### src/rtl/waterfall_ctrl_pkg.sv
// Shared constants and debug types for the waterfall LED sequencer.
// Holds the state encodings, step modes and ping-pong direction values.
package waterfall_ctrl_pkg;

  localparam logic [1:0] ST_IDLE  = 2'd0;
  localparam logic [1:0] ST_RUN   = 2'd1;
  localparam logic [1:0] ST_PAUSE = 2'd2;

  localparam logic [1:0] M_ROR  = 2'd0;
  localparam logic [1:0] M_ROL  = 2'd1;
  localparam logic [1:0] M_JOHN = 2'd2;
  localparam logic [1:0] M_PING = 2'd3;

  localparam logic DIR_R = 1'b0;
  localparam logic DIR_L = 1'b1;

  typedef struct packed {
    logic [1:0] state;
    logic       dir;
  } dbg_t;

endpackage

### src/rtl/waterfall_ctrl_if.sv
// Control and LED bundle between the board switches/buttons and the sequencer.
// Controls are level signals: en runs or resumes the sequence, clr forces IDLE.
interface waterfall_ctrl_if;
  import waterfall_ctrl_pkg::*;

  logic       en;
  logic       clr;
  logic [1:0] mode;
  logic [7:0] seed;
  logic [7:0] led;
  logic       step;
  logic       busy;
  dbg_t       dbg;

  modport master (output en, clr, mode, seed, input led, step, busy, dbg);
  modport slave  (input en, clr, mode, seed, output led, step, busy, dbg);
endinterface

### src/rtl/waterfall_prescaler.sv
// Step prescaler: counts enabled cycles and flags the last count of each step.
// cnt is held while en is low, so paused cycles do not count.
module waterfall_prescaler #(
  parameter int DIV = 4
) (
  input  logic clk,
  input  logic rst,
  input  logic en,
  input  logic clr,
  output logic tick
);
  localparam int W = (DIV > 1) ? $clog2(DIV) : 1;
  localparam logic [W-1:0] LAST = W'(DIV - 1);

  logic [W-1:0] cnt;

  assign tick = (cnt == LAST);

  always_ff @(posedge clk or posedge rst) begin
    if (rst) begin
      cnt <= '0;
    end else if (clr) begin
      cnt <= '0;
    end else if (en) begin
      cnt <= tick ? '0 : cnt + W'(1);
    end
  end
endmodule

### src/rtl/waterfall_ctrl.sv
// Timed waterfall-light sequencer: holds the LED pattern and advances it once
// per prescaled step using rotate, Johnson or ping-pong stepping.
module waterfall_ctrl
  import waterfall_ctrl_pkg::*;
#(
  parameter int         DIV      = 25_000_000,
  parameter logic [7:0] INIT_PAT = 8'b1000_0000
) (
  input  logic             clk,
  input  logic             rst,
  waterfall_ctrl_if.slave  bus
);
  logic [1:0] state;
  logic [7:0] pat;
  logic       dir;
  logic       step_r;
  logic       tick;
  logic       adv;
  logic [7:0] nxt_pat;
  logic       nxt_dir;

  // clr outranks a due step, so it also gates the counter advance.
  assign adv = (state == ST_RUN) && bus.en && !bus.clr;

  waterfall_prescaler #(.DIV(DIV)) u_prescaler (
    .clk  (clk),
    .rst  (rst),
    .en   (adv),
    .clr  (bus.clr || (state == ST_IDLE)),
    .tick (tick)
  );

  always_comb begin
    nxt_pat = pat;
    nxt_dir = dir;
    case (bus.mode)
      M_ROR:  nxt_pat = {pat[0], pat[7:1]};
      M_ROL:  nxt_pat = {pat[6:0], pat[7]};
      M_JOHN: nxt_pat = {~pat[0], pat[7:1]};
      default: begin
        // Ping-pong bounces off bit 0 and bit 7; an empty pattern restarts.
        if (pat == 8'h00) begin
          nxt_pat = INIT_PAT;
          nxt_dir = DIR_R;
        end else if (dir == DIR_R) begin
          if (pat[0]) begin
            nxt_pat = pat << 1;
            nxt_dir = DIR_L;
          end else begin
            nxt_pat = pat >> 1;
          end
        end else begin
          if (pat[7]) begin
            nxt_pat = pat >> 1;
            nxt_dir = DIR_R;
          end else begin
            nxt_pat = pat << 1;
          end
        end
      end
    endcase
  end

  always_ff @(posedge clk or posedge rst) begin
    if (rst) begin
      state  <= ST_IDLE;
      pat    <= 8'h00;
      dir    <= DIR_R;
      step_r <= 1'b0;
    end else begin
      step_r <= 1'b0;
      if (bus.clr) begin
        state <= ST_IDLE;
        pat   <= 8'h00;
        dir   <= DIR_R;
      end else begin
        case (state)
          ST_IDLE: begin
            if (bus.en) begin
              state <= ST_RUN;
              pat   <= (bus.seed == 8'h00) ? INIT_PAT : bus.seed;
              dir   <= DIR_R;
            end
          end
          ST_RUN: begin
            if (!bus.en) begin
              state <= ST_PAUSE;
            end else if (tick) begin
              pat    <= nxt_pat;
              dir    <= nxt_dir;
              step_r <= 1'b1;
            end
          end
          ST_PAUSE: begin
            if (bus.en) state <= ST_RUN;
          end
          default: state <= ST_IDLE;
        endcase
      end
    end
  end

  // pat is cleared on every IDLE entry, so it already reads 0 while idle.
  assign bus.led       = pat;
  assign bus.step      = step_r;
  assign bus.busy      = (state == ST_RUN) || (state == ST_PAUSE);
  assign bus.dbg.state = state;
  assign bus.dbg.dir   = dir;
endmodule

### src/flat_wrapper.sv
// flat-port wrapper written by rule: the top's interface ports become plain ports
module waterfall_ctrl_flat import waterfall_ctrl_pkg::*;
#(
  parameter int         DIV      = 25_000_000,
  parameter logic [7:0] INIT_PAT = 8'b1000_0000
)
  (clk, rst, bus_en, bus_clr, bus_mode, bus_seed, bus_led, bus_step, bus_busy, bus_dbg);
  waterfall_ctrl_if bus_i ();
  input  logic clk;
  input  logic rst;
  input wire logic [$bits(bus_i.en)-1:0] bus_en;
  input wire logic [$bits(bus_i.clr)-1:0] bus_clr;
  input wire logic [$bits(bus_i.mode)-1:0] bus_mode;
  input wire logic [$bits(bus_i.seed)-1:0] bus_seed;
  output wire logic [$bits(bus_i.led)-1:0] bus_led;
  output wire logic [$bits(bus_i.step)-1:0] bus_step;
  output wire logic [$bits(bus_i.busy)-1:0] bus_busy;
  output wire logic [$bits(bus_i.dbg)-1:0] bus_dbg;
  assign bus_i.en = bus_en;
  assign bus_i.clr = bus_clr;
  assign bus_i.mode = bus_mode;
  assign bus_i.seed = bus_seed;
  assign bus_led = bus_i.led;
  assign bus_step = bus_i.step;
  assign bus_busy = bus_i.busy;
  assign bus_dbg = bus_i.dbg;
  waterfall_ctrl #(.DIV(DIV), .INIT_PAT(INIT_PAT)) u_core (.clk(clk), .rst(rst), .bus(bus_i));
endmodule
### config.mk
export PLATFORM = sky130hd
export DESIGN_NAME = waterfall_ctrl_flat
export DESIGN_NICKNAME = d
export VERILOG_FILES = /design/src/rtl/waterfall_ctrl_pkg.sv /design/src/rtl/waterfall_ctrl_if.sv /design/src/rtl/waterfall_prescaler.sv /design/src/rtl/waterfall_ctrl.sv /design/src/flat_wrapper.sv
export SDC_FILE = /design/constraint.sdc
export NUM_CORES = 1
export LEC_CHECK = 0
export ABC_AREA = 1
export CAP_MARGIN = 10
export CORE_UTILIZATION = 48
export CTS_CLUSTER_DIAMETER = 100
export CTS_CLUSTER_SIZE = 20
export DETAILED_ROUTE_END_ITERATION = 16
export GPL_TIMING_DRIVEN = 0
export HOLD_SLACK_MARGIN = 0.05
export PLACE_DENSITY_LB_ADDON = 0.1
export REMOVE_ABC_BUFFERS = 1
export SETUP_SLACK_MARGIN = 0.5
export SKIP_CTS_REPAIR_TIMING = 1
export SLEW_MARGIN = 5
export SYNTH_ARGS = -nofsm -noshare
export SYNTH_HDL_FRONTEND = slang
export SYNTH_SLANG_ARGS = --single-unit
### constraint.sdc
create_clock -name clk -period 3.2 [get_ports clk]
set_input_delay 0.32 -clock clk [delete_from_list [all_inputs] [get_ports clk]]
set_output_delay 0.32 -clock clk [all_outputs]
set_load 0.02 [all_outputs]
==> run metrics <==
minimum period implied by the final worst setup slack 2.35 ns; worst-case hold slack 0.490 ns; Synth area leaders sky130_fd_sc_hd__dfrtp_1 34%, sky130_fd_sc_hd__nand2_1 15%, sky130_fd_sc_hd__nor2_1 9.3%; First-pass DRT Iterations 5; Metal-1 WL 3.27 mm; number of vias per cell after detailed routing 5.35; f_max 426 MHz; fin cells 515; die width 77.0 um; critical path startpoint category flip-flop; number of placed cells counting well taps 507; unrepaired setup endpoints after global routing no; peak supply drop 449 uV; total via count in the routed design 2,754; Max-slew headroom 0.480; Slew @ Worst Pin 0.779 ns; critical path required time 3.39 ns; number of diodes added for antenna fixing 0; met2 WL post-DR 2.95 mm; number of failing setup endpoints in the final timing report 0; clock slew at reported path FFs 0.08 ns; reported max-cap violation count 0; detail-routed net length per standard cell 13.0 um; layout filler cell count 526; area grow syn2layout 14.8%; Pleak 0.00137 uW; number of instances in the synthesized netlist 419; worst setup path class flip-flop to flip-flop; Clock Root Buffer sky130_fd_sc_hd__clkbuf_8; Layout Nets 463; FP Rows 26; clock latency at the later pin of the worst-skew pair 0.29 ns; # DRC 0; sum of negative setup slack 0 ns; antenna violations before repair 0; number of cell instances on the worst register-to-register path 9; first-pass GRT wire length 11.5 mm; via count of the first global-routing pass 2,470; number of synthesis warnings 0; critical register-to-register path endpoint u_core.u_prescaler.cnt[16]; classification of the worst-slack hold path input pin to asynchronous set/reset pin; die extent in y 77.0 um; data arrival at the endpoint of the critical path 2.53 ns; total of buffers placed on input and output ports 26; biggest area consumer among synthesized cells sky130_fd_sc_hd__dfrtp_1; number of flip-flops and latches in the synthesized netlist 37; summed instance area of the synthesized netlist 2700 um2; highest routed metal layer met4; GRT Util Overall 0.245; Post-Route WL 6.67 mm; maximum fanout count along the critical path 13; number of pins with negative max-slew slack in the final report 0; total number of clock tree sinks 37; endpoint type of the worst setup path flip-flop; routability congestion estimate from global placement 0.923; Top FF cell, synth sky130_fd_sc_hd__dfrtp_1; core outline area 5270 um2; commonest cells after routing, fill and taps aside 110 x sky130_fd_sc_hd__nand2_1, 67 x sky130_fd_sc_hd__nor2_1, 54 x sky130_fd_sc_hd__inv_1, 37 x sky130_fd_sc_hd__dfrtp_1, 30 x sky130_fd_sc_hd__nand3_1; total congestion overflow after global routing 0; number of distinct library cells after synthesis 34; area fraction of the dominant cell type after synthesis 0.343; First DRT Iteration DRCs 207; leading cell type in the layout, fill and taps excluded sky130_fd_sc_hd__nand2_1; Num CTS Buffers 5; clock tree from TritonCTS built; Detail Route met3 WL 359 um; share of the cycle needed by the critical path after routing 0.733; total number of H-tree levels 2; buffer levels on the longest clock path 2; number of enable-type register cells in the synthesized netlist 0; maximum number of pins on one net before global-route repair 38; reg-to-reg critical path startpoint u_core.state[1]; register area share after synthesis 0.343; Async S/R FF share, synth 1.00; setup slack on the worst flop-to-flop path 0.85 ns; worst setup skew after layout 0.00740 ns; starting density of the core 0.512; Power per Cell Area 627 nW/um2; I/O pin total 27; area of the die 5920 um2; fraction of layout instances using a drive strength above 1 0.0562; placed wire-length estimate after detailed placement 4.91 mm; Avg Synthesized Cell Area 6.44 um2; final hold viol count 0; remaining number of nets flagged by the antenna check after routing 0; outcome finished clean
==> worst max-delay path: stages (launching register included) <==
cell                      delay, ns
sky130_fd_sc_hd__dfrtp_1       0.42
sky130_fd_sc_hd__inv_1         0.11
sky130_fd_sc_hd__ha_1          0.35
sky130_fd_sc_hd__nand2_1       0.12
sky130_fd_sc_hd__nand3_1       0.39
sky130_fd_sc_hd__inv_1         0.28
sky130_fd_sc_hd__nor2_4        0.25
sky130_fd_sc_hd__nand3_1       0.12
sky130_fd_sc_hd__o21ai_1       0.14
sky130_fd_sc_hd__nor2_1        0.05
==> how the worst max path moves through the flow <==
stage,from,endpoint,slack [ns],cells past startpoint
2_1_floorplan,u_core.state[1],u_core.u_prescaler.cnt[20],1.25,9
3_3_place_gp,bus_clr,u_core.u_prescaler.cnt[20],0.67,8
3_5_place_dp,bus_clr,u_core.u_prescaler.cnt[20],0.65,8
4_1_cts,u_core.state[1],u_core.u_prescaler.cnt[20],0.86,9
5_1_grt,u_core.state[1],u_core.u_prescaler.cnt[18],0.60,9
6_report,u_core.state[1],u_core.u_prescaler.cnt[16],0.85,9
==> cell type report <==
cell class,count,area [um2],share of cell area
clock buffer,7,96.3,0.0311
clock inverter,1,5.00,0.00162
inverter,57,214,0.0691
multi-input combinational,317,1510,0.487
sequential,37,926,0.299
tap,70,87.6,0.0283
timing repair buffer,26,260,0.0840
==> sequential cells by signal, indices dropped and copies added, names as in the netlist <==
name,count
u_core.bus.led,8
u_core.bus.step,1
u_core.u_prescaler.cnt,25
u_core.state,2
u_core.dir,1
==> cell usage after synthesis (all sizes together) (2+ instances only) <==
library cell	count
dfrtp	37
nand4	11
nand2	115
nor2	75
o211ai	2
a21oi	21
o22ai	5
nand3b	2
o21ai	32
ha	5
buf	6
clkbuf	2
nand3	30
inv	56
nor3	10
==> report_power, final <==
| group | internal (uW) | total (uW) | leakage, uW | switching (uW) |
|---|---|---|---|---|
| combinational | 346 | 908 | 0.000814 | 562 |
| clock | 195 | 370 | 0.0000542 | 175 |
| sequential | 530 | 664 | 0.000507 | 134 |
| total | 1070 | 1940 | 0.00137 | 871 |
==> through the flow <==
stage	total power, uW	utilization	area [um2]	setup WS (ns)
finish	1940	0.588	3100	0.854
global route	2110	0.588	3100	0.597
CTS	1950	0.588	3100	0.859
detailed placement	1570	0.568	3000	0.650
global placement	1560	0.568	3000	0.674
floorplan	1240	-	2650	1.25
==> routing by layer <==
layer	vias up	track usage
li1	1402	-
met1	1267	0.346
met2	75	0.367
met3	10	0.0500
met4	0	0.0904
met5	-	0
==> logic make-up after synthesis <==
| group | share of synthesized area |
|---|---|
| xor gates and xnor gates | 0.00650 |
| AOI/OAI and AO/OA | 0.133 |
| adders and majority gates | 0.0232 |
| buffers and inverters | 0.0974 |
| and+or+nand+nor | 0.397 |
| DFF | 0.343 |
No activity file was read; power rests on OpenSTA's default activity.
